### config.mk
export PLATFORM = sky130hd
export DESIGN_NAME = apb_master_arbiter
export DESIGN_NICKNAME = d
export VERILOG_FILES = /design/src/rtl/apb_pkg.sv /design/src/rtl/rr_arbiter.sv /design/src/rtl/apb_master_arbiter.sv
export SDC_FILE = /design/constraint.sdc
export NUM_CORES = 1
export LEC_CHECK = 0
export ABC_AREA = 1
export CAP_MARGIN = 30
export CORE_AREA = 4 4 156 158
export DETAILED_ROUTE_END_ITERATION = 16
export DIE_AREA = 0 0 160 162
export PLACE_DENSITY = 0.75
export REMOVE_ABC_BUFFERS = 1
export SLEW_MARGIN = 20
export SYNTH_ARGS = -nofsm -noshare
export SYNTH_HDL_FRONTEND = slang
export SYNTH_HIERARCHICAL = 1
export SYNTH_SLANG_ARGS = --single-unit
### constraint.sdc
create_clock -name PCLK -period 4 [get_ports PCLK]
set_input_delay 0.8 -clock PCLK [delete_from_list [all_inputs] [get_ports PCLK]]
set_output_delay 0.8 -clock PCLK [all_outputs]
set_load 0.05 [all_outputs]
### src/rtl/apb_pkg.sv
// -----------------------------------------------------------------------------
// apb_pkg
// Shared definitions for the APB master arbiter:
//   apb_state_e : transfer FSM states (IDLE, SETUP, ACCESS)
//   PH_*        : {PSEL, PENABLE} encodings for each APB phase
//   APB_AW/DW   : default address and data widths
// -----------------------------------------------------------------------------
package apb_pkg;

    typedef enum logic [1:0] {
        IDLE   = 2'b00,
        SETUP  = 2'b01,
        ACCESS = 2'b10
    } apb_state_e;

    // {PSEL, PENABLE} for each phase of an APB transfer
    localparam logic [1:0] PH_IDLE   = 2'b00;
    localparam logic [1:0] PH_SETUP  = 2'b10;
    localparam logic [1:0] PH_ACCESS = 2'b11;

    localparam int APB_AW = 32;
    localparam int APB_DW = 32;

endpackage

### src/rtl/rr_arbiter.sv
// -----------------------------------------------------------------------------
// rr_arbiter
// Combinational round-robin picker. The search starts at rr_ptr and wraps;
// the first set request bit wins.
// Ports:
//   req     in  N_REQ  request vector
//   rr_ptr  in  IW     index where the search begins
//   win_oh  out N_REQ  one-hot winner (all zero when no request)
//   win_idx out IW     winner index
//   win_vld out 1      at least one request present
// -----------------------------------------------------------------------------
module rr_arbiter #(
    parameter int N_REQ = 4,
    parameter int IW    = $clog2(N_REQ)
) (
    input  logic [N_REQ-1:0] req,
    input  logic [IW-1:0]    rr_ptr,
    output logic [N_REQ-1:0] win_oh,
    output logic [IW-1:0]    win_idx,
    output logic             win_vld
);

    logic [IW-1:0] pos;

    always_comb begin
        win_oh  = '0;
        win_idx = '0;
        win_vld = 1'b0;
        pos     = '0;
        for (int k = 0; k < N_REQ; k++) begin
            pos = IW'((int'(rr_ptr) + k) % N_REQ);
            if (!win_vld && req[pos]) begin
                win_vld     = 1'b1;
                win_idx     = pos;
                win_oh[pos] = 1'b1;
            end
        end
    end

endmodule

### src/rtl/apb_master_arbiter.sv
// -----------------------------------------------------------------------------
// apb_master_arbiter
// Shares one APB master port between N_REQ local requesters. A round-robin
// winner is chosen in IDLE, its command is latched, and the transfer runs
// SETUP -> ACCESS until PREADY or until TIMEOUT wait cycles expire.
// Ports:
//   PCLK, PRESETn             clock, synchronous active-high reset
//   req/req_write             per-requester request level and direction
//   req_addr/req_wdata        packed command fields, requester i at [i*W +: W]
//   gnt                       one-hot owner during SETUP..ACCESS
//   done/err/rdata            completion pulse, timeout flag, read data
//   PSEL..PWDATA, PRDATA,     APB master interface
//   PREADY
// -----------------------------------------------------------------------------
module apb_master_arbiter
    import apb_pkg::*;
#(
    parameter int N_REQ   = 4,
    parameter int AW      = APB_AW,
    parameter int DW      = APB_DW,
    parameter int TIMEOUT = 16
) (
    input  logic                PCLK,
    input  logic                PRESETn,
    input  logic [N_REQ-1:0]    req,
    input  logic [N_REQ-1:0]    req_write,
    input  logic [N_REQ*AW-1:0] req_addr,
    input  logic [N_REQ*DW-1:0] req_wdata,
    output logic [N_REQ-1:0]    gnt,
    output logic [N_REQ-1:0]    done,
    output logic                err,
    output logic [DW-1:0]       rdata,
    output logic                PSEL,
    output logic                PENABLE,
    output logic                PWRITE,
    output logic [AW-1:0]       PADDR,
    output logic [DW-1:0]       PWDATA,
    input  logic [DW-1:0]       PRDATA,
    input  logic                PREADY
);

    localparam int IW = $clog2(N_REQ);
    localparam int CW = (TIMEOUT > 0) ? $clog2(TIMEOUT + 1) : 1;

    apb_state_e       state_q, state_d;
    logic [IW-1:0]    rr_ptr_q, rr_ptr_d;
    logic [IW-1:0]    win_q, win_d;
    logic [CW-1:0]    cnt_q, cnt_d;
    logic [N_REQ-1:0] gnt_q, gnt_d, done_q, done_d;
    logic             err_q, err_d;
    logic [DW-1:0]    rdata_q, rdata_d;
    logic             psel_q, psel_d, penable_q, penable_d, pwrite_q, pwrite_d;
    logic [AW-1:0]    paddr_q, paddr_d;
    logic [DW-1:0]    pwdata_q, pwdata_d;

    logic [N_REQ-1:0] arb_oh;
    logic [IW-1:0]    arb_idx;
    logic             arb_vld;

    rr_arbiter #(.N_REQ(N_REQ), .IW(IW)) u_rr (
        .req     (req),
        .rr_ptr  (rr_ptr_q),
        .win_oh  (arb_oh),
        .win_idx (arb_idx),
        .win_vld (arb_vld)
    );

    always_comb begin
        state_d   = state_q;
        rr_ptr_d  = rr_ptr_q;
        win_d     = win_q;
        cnt_d     = cnt_q;
        gnt_d     = gnt_q;
        done_d    = '0;
        err_d     = 1'b0;
        rdata_d   = rdata_q;
        psel_d    = psel_q;
        penable_d = penable_q;
        pwrite_d  = pwrite_q;
        paddr_d   = paddr_q;
        pwdata_d  = pwdata_q;

        unique case (state_q)
            IDLE: begin
                if (arb_vld) begin
                    state_d             = SETUP;
                    gnt_d               = arb_oh;
                    win_d               = arb_idx;
                    {psel_d, penable_d} = PH_SETUP;
                    pwrite_d            = req_write[arb_idx];
                    paddr_d             = req_addr[int'(arb_idx)*AW +: AW];
                    pwdata_d            = req_write[arb_idx] ?
                                          req_wdata[int'(arb_idx)*DW +: DW] : '0;
                end
            end
            SETUP: begin
                state_d             = ACCESS;
                {psel_d, penable_d} = PH_ACCESS;
                cnt_d               = '0;
            end
            ACCESS: begin
                // Completion and timeout abort share the same wind-down; only
                // err and rdata differ.
                if (PREADY || (TIMEOUT != 0 && cnt_q == CW'(TIMEOUT - 1))) begin
                    state_d             = IDLE;
                    gnt_d               = '0;
                    done_d              = gnt_q;
                    {psel_d, penable_d} = PH_IDLE;
                    rr_ptr_d            = (win_q == IW'(N_REQ - 1)) ? '0 : win_q + IW'(1);
                    err_d               = !PREADY;
                    rdata_d             = (PREADY && !pwrite_q) ? PRDATA : '0;
                end else begin
                    cnt_d = cnt_q + CW'(1);
                end
            end
            default: state_d = IDLE;
        endcase
    end

    always_ff @(posedge PCLK) begin
        if (PRESETn) begin
            state_q   <= IDLE;
            rr_ptr_q  <= '0;
            win_q     <= '0;
            cnt_q     <= '0;
            gnt_q     <= '0;
            done_q    <= '0;
            err_q     <= 1'b0;
            rdata_q   <= '0;
            psel_q    <= 1'b0;
            penable_q <= 1'b0;
            pwrite_q  <= 1'b0;
            paddr_q   <= '0;
            pwdata_q  <= '0;
        end else begin
            state_q   <= state_d;
            rr_ptr_q  <= rr_ptr_d;
            win_q     <= win_d;
            cnt_q     <= cnt_d;
            gnt_q     <= gnt_d;
            done_q    <= done_d;
            err_q     <= err_d;
            rdata_q   <= rdata_d;
            psel_q    <= psel_d;
            penable_q <= penable_d;
            pwrite_q  <= pwrite_d;
            paddr_q   <= paddr_d;
            pwdata_q  <= pwdata_d;
        end
    end

    assign gnt     = gnt_q;
    assign done    = done_q;
    assign err     = err_q;
    assign rdata   = rdata_q;
    assign PSEL    = psel_q;
    assign PENABLE = penable_q;
    assign PWRITE  = pwrite_q;
    assign PADDR   = paddr_q;
    assign PWDATA  = pwdata_q;

endmodule

# Yosys cells after proc, flatten, opt, wreduce, memory -nomap -nowiden
# Index checks and enable logic that the tools add are counted.
[classes] n_eq_ne=7 add_sub_neg=5 reduce_logical=25 mux=46 bitwise_logic=5 n_shift=2 n_lt_le_gt_ge=9
[op_table] operator="variable part select 128 x 8 -> 32 bit" n=2
[op_table] operator="two-way mux 32 bit" n=2
[op_table] operator="two-way mux 4 bit" n=6
[op_table] operator="two-way mux 1 bit" n=16
[op_table] operator="less-than comparator 2 x 3 -> 1 bit, second input constant" n=5
[op_table] operator="two-way mux 2 bit" n=7
[op_table] operator="bitwise OR 4 bit" n=3
[op_table] operator="binary-select mux 1 bit (select 2 bit)" n=5
[op_table] operator="one-hot mux 5 bit (2 select lines)" n=1
[op_table] operator="demux 1 bit (select 2 bit)" n=4
[op_table] operator=">= comparator 2 x 1 -> 1 bit, second input constant" n=4
[op_table] operator="logical AND 1 bit" n=8
[op_table] operator="one-hot mux 4 bit (2 select lines)" n=1
[op_table] operator="AND reduction 2 bit" n=4
[op_table] operator="!= test 2 bit, second input constant" n=3
[op_table] operator="one-hot mux 1 bit (3 select lines)" n=2
[op_table] operator="one-hot mux 2 bit (3 select lines)" n=1
[op_table] operator="AND reduction 3 bit" n=2
[op_table] operator="adder 5 x 1 -> 5 bit, second input constant" n=1
[op_table] operator="equality test 5 x 4 -> 1 bit, second input constant" n=1
[op_table] operator="logical NOT 1 bit" n=5
[op_table] operator="two-way mux 5 bit" n=1
[op_table] operator="adder 2 x 1 -> 2 bit, second input constant" n=2
[op_table] operator="adder 2 bit, second input constant" n=2
[op_table] operator="8 further kinds" n=11
[word_totals] word_cells=112 input_bits=299 ff_bits=119

# Depth between registers and ports, before layout
[logic_depth] word_depth=15 mapped_depth=17 depth_no_buf=14

# Hierarchy
# Netlist, hierarchy kept.
[by_module_without_submodules] module="apb_master_arbiter" area_per_inst_um2=6769.0 cells_each=1155 instances=1
[by_module_without_submodules] module="rr_arbiter" area_per_inst_um2=440.4 cells_each=74 instances=1

# Least setup slack after synthesis
# No wires, ideal clock.
[synth_timing] kind="flip-flop to flip-flop" from="register rr_ptr_q[0]" to="register pwdata_q[10], in the netlist PWDATA[10]" period_less_slack_ns=2.565 path_buffers=2 setup_ns=0.132 stages_incl_launch_ff=16 path_slack_ns=1.435 t_arrival_ns=2.433 path_cell_list="dfxtp_1 -> inv_2 -> ha_1 -> inv_1 -> nand3_1 -> nand2_1 -> nor2_1 -> a21oi_1 -> nand3_1 -> buf_2 -> clkbuf_1 -> nand2_1 -> nand3_1 -> nand2_1 -> nand3_1 -> a21oi_1"
[synth_via] elab_chain_len=15
[synth_lines] item="start, declared" line_no="apb_master_arbiter.sv:46" source="logic [IW-1:0] rr_ptr_q, rr_ptr_d;"
[synth_lines] item="start signal, assigned" line_no="apb_master_arbiter.sv:137" source="rr_ptr_q <= rr_ptr_d;"
[synth_lines] item="branches (longest 11 deep; another with adder 2 x 1 -> 2 bit)"
[synth_lines] item="two-way mux 2 bit (*)" line_no="rr_arbiter.sv:32" source="if (!win_vld && req[pos]) begin"
[synth_lines] item="net arb_idx[0]" line_no="apb_master_arbiter.sv:57" source="logic [IW-1:0] arb_idx;"
[synth_lines] item="branches (longest 2 deep; another with variable part select 128 x 8 -> 32 bit)"
[synth_lines] item="two-way mux 32 bit (*)" line_no="apb_master_arbiter.sv:92" source="pwdata_d = req_write[arb_idx] ?"
[synth_lines] item="end signal, assigned" line_no="apb_master_arbiter.sv:148" source="pwdata_q <= pwdata_d;"
[synth_lines] item="end, declared" line_no="apb_master_arbiter.sv:54" source="logic [DW-1:0] pwdata_q, pwdata_d;"
# Mark *: on every way through the listed nets, which the timed path passes. The select of a mux whose other input is x is not followed.
# A chain may end at the register's enable or synchronous reset.

# Final worst setup path
[layout_timing] from="register rr_ptr_q[1]" to="register pwdata_q[30], in the netlist PWDATA[30]"
# The elaborated chain is that of the path after synthesis.

==> flow_summary.yaml <==
place:
  post-dp-hpwl_um: 20800
  dpl.cell_count: 1864
  gp_congestion: 0.878
  port-buffer-count: 406
timing:
  timing.final.max_slew_violations: 0
  slew_headroom_pct: 38.0
  finalHoldViolations: 0
  timing.clock.skew_ns: 0.0111
  worst_pin_slew_ns: 0.929
  period_utilisation_layout_pct: 88.3
  min_clock_period_post_route_ns: 3.53
  timing.fmax_mhz: 283
  setup_repair_after_global_routing_missed_its_margin: "false"
  setup_viol: 0
power:
  powerDensity_nw_per_um2: 429
  worst_supply_voltage_drop_on_vdd_mv: 0.246
  cellLeakagePower_nw: 5.50
  total_power_mw: 5.19
global_routing:
  global_route.overflow_total: 0
  initial_antenna_violation_count: 0
  grt_use_total_pct: 20.1
  grt_first_pass_wirelength_um: 42600
  first_global_vias: 8271
  grt_max_degree: 70
finish:
  num-nets-final: 1900
  filler_cell_count: 2274
  final_common_cell: "clkdlybuf4s50_1"
  commonest_non_fill_non_tap_cells_in_the_layout: "405 x clkdlybuf4s50_1, 292 x nand2_1, 188 x inv_1, 172 x nor2_1, 144 x o21ai_0"
  post_route_cells_drive_above_1_share_pct: 4.48
  n_antenna_cell: 0
  instances_no_fill: 1896
  area_growth_syn_to_layout_pct: 67.8
  final_core_util_pct: 52.3
synthesis:
  synth_top_area_cell: "dfxtp_1"
  synth-seq-cells: 119
  syn_avg_cell_area_um2: 5.87
  netlist-cell-type-count: 26
  yosys_most_used_dff: "dfxtp_1"
  seq_area_frac_synth_pct: 33.0
  synth_enable_flop_cells: 0
  yosysWarnings: 6
  synth_top_area_share_pct: 33.0
  synthesized_instance_count: 1229
  netlist_top_cells_area: "dfxtp_1 33%, nand2_1 15%, o21ai_0 10%"
  async_reset_ff_share_pct: 0
  syn_area_um2: 7210
routing:
  num_vias: 8777
  antenna_violation_net_count_after_detailed_routing: 0
  first_pass_detailed_route_iteration_total: 7
  drt_drc_violations_left: 0
  detailedRoute.firstIterationViolations: 459
  drt-wirelength-per-cell_um: 14.4
  route.final.wire_length_um: 27400
  avg_vias_per_cell: 4.63
status:
  status: "finished clean"
cts:
  cts.reportedPaths.clkPinSlew_ns: 0.06
  cts_hold_repair.buffers: 0
  worstSkewPairLatency_ns: 0.41
  cts_setup_buffers: 0
  max-clock-path-buffers: 2
  cts-resized-gates: 0
  cts_tree: "built"
  cts_inserted_buffers: 17
  cts.root.buffer_cell: "clkbuf_16"
  htreeDepth: 4
  cts_sinks: 119
floorplanning:
  area_of_the_core_region_um2: 23100
  starting_density_of_the_core_pct: 31.2
  chipHeight_um: 162
  die_area_um2: 25900
  placementRows: 56
  pin_count: 407
  dieWidth_um: 160
setup_path:
  worstSetupStartpointType: "flip-flop"
  required_ns: 4.26
  regToRegStartpoint: "rr_ptr_q[1]$_SDFFE_PP0P_"
  critical_path_peak_fanout: 43
  crit_start: "rr_ptr_q[1]$_SDFFE_PP0P_"
  timing_worst_setup_path_type: "flip-flop to flip-flop"
  worst-endpoint-arrival_ns: 3.79
  cp_capture_type: "flip-flop"
worst_hold_path:
  worst_hold_startpoint: "rdata[19]$_SDFFE_PP0P_"
  worstHoldPathType: "flip-flop to flip-flop"
job:
  max_capacitance_violation_count: 0
[metal layers]
layer	vias to the layer above	GRT usage (%)	part of all wire [%]
li1	4542	-	-
met1	3884	23.2	40
met2	322	36.0	50
met3	29	6.55	8.6
met4	0	5.12	1.5
met5	-	0	0
[sequential cells by signal, summed over array words and instances, names as in the netlist]
register and count:
rdata 32, rr_ptr_q 2, done 4, cnt_q 5
gnt 4, PADDR 32, PSEL 1, PWDATA 32
PENABLE 1, err 1, PWRITE 1, state_q 2
win_q 2
[synthesized netlist by cell type (6+ instances only)]
cell / instances
o21ai_0: 144
ha_1: 8
nand2_2: 8
buf_1: 6
dfxtp_1: 119
inv_1: 189
buf_2: 36
nor2_1: 174
o21ai_1: 23
clkbuf_1: 33
nand3_1: 116
nand4_1: 7
a21oi_1: 48
nand2_1: 292
[power breakdown]
part / leakage, nW / internal [mW] / switching [mW] / total, mW
clock network: 0.292 / 0.934 / 0.618 / 1.55
registers: 0.974 / 1.33 / 0.0814 / 1.41
logic: 4.23 / 0.842 / 1.39 / 2.23
[stage by stage]
stage	hold WS (ns)	TNS, ns	cell area [um2]	worst slack, ns
final	0.456	0	12100	0.467
after CTS	0.457	0	12100	0.504
after detailed placement	0.444	0	11500	0.154
after global placement	0.439	0	11500	0.238
after global routing	0.473	0	12100	0.129
after floorplan	0.444	-155.10	6850	-2.41
[critical path, cell delays in order, from the launching register on]
cell and delay [ns]:
dfxtp_1 0.50, inv_1 0.21, ha_1 0.39, inv_1 0.14, nand3_1 0.09, nand2_1 0.06, nor2_1 0.09, a21oi_1 0.24
nand3_4 0.27, inv_4 0.43, nand2_1 0.10, nand3_1 0.11, nand2_2 0.40, nand3_1 0.24, a21oi_1 0.07
[final cells by class]
cell class              count  area (um2)  area share [%]
repair buffers            424        4250            35.1
inverters                 194         731            6.04
flip-flops and latches    119        2380            19.7
well taps                 290         363            3.00
multi-input cells         837        3770            31.2
clock buffers              17         425            3.52
clock inverters            15         170            1.41
[worst paths after layout]
path                                           endpoint  cells after the start  slack (ns)
worst max register to register  PWDATA[30]$_SDFFE_PP0P_                     14        0.47
worst min register to register   rdata[19]$_SDFFE_PP0P_                      2        0.46
worst min-delay path             rdata[19]$_SDFFE_PP0P_                      2        0.46
worst max-delay path            PWDATA[30]$_SDFFE_PP0P_                     14        0.47
[cell families (layout without fill, tap and decap cells)]
| kind of cell | count (synthesis) | count (layout) | synth area share [%] |
|---|---|---|---|
| fa+ha+maj | 8 | 8 | 1.39 |
| simple gates | 604 | 604 | 34.5 |
| compound gates | 225 | 225 | 15.9 |
| buf+inv | 273 | 650 | 15.1 |
| flops | 119 | 119 | 33.0 |
Note: power is estimated with default switching activity, not from simulation.
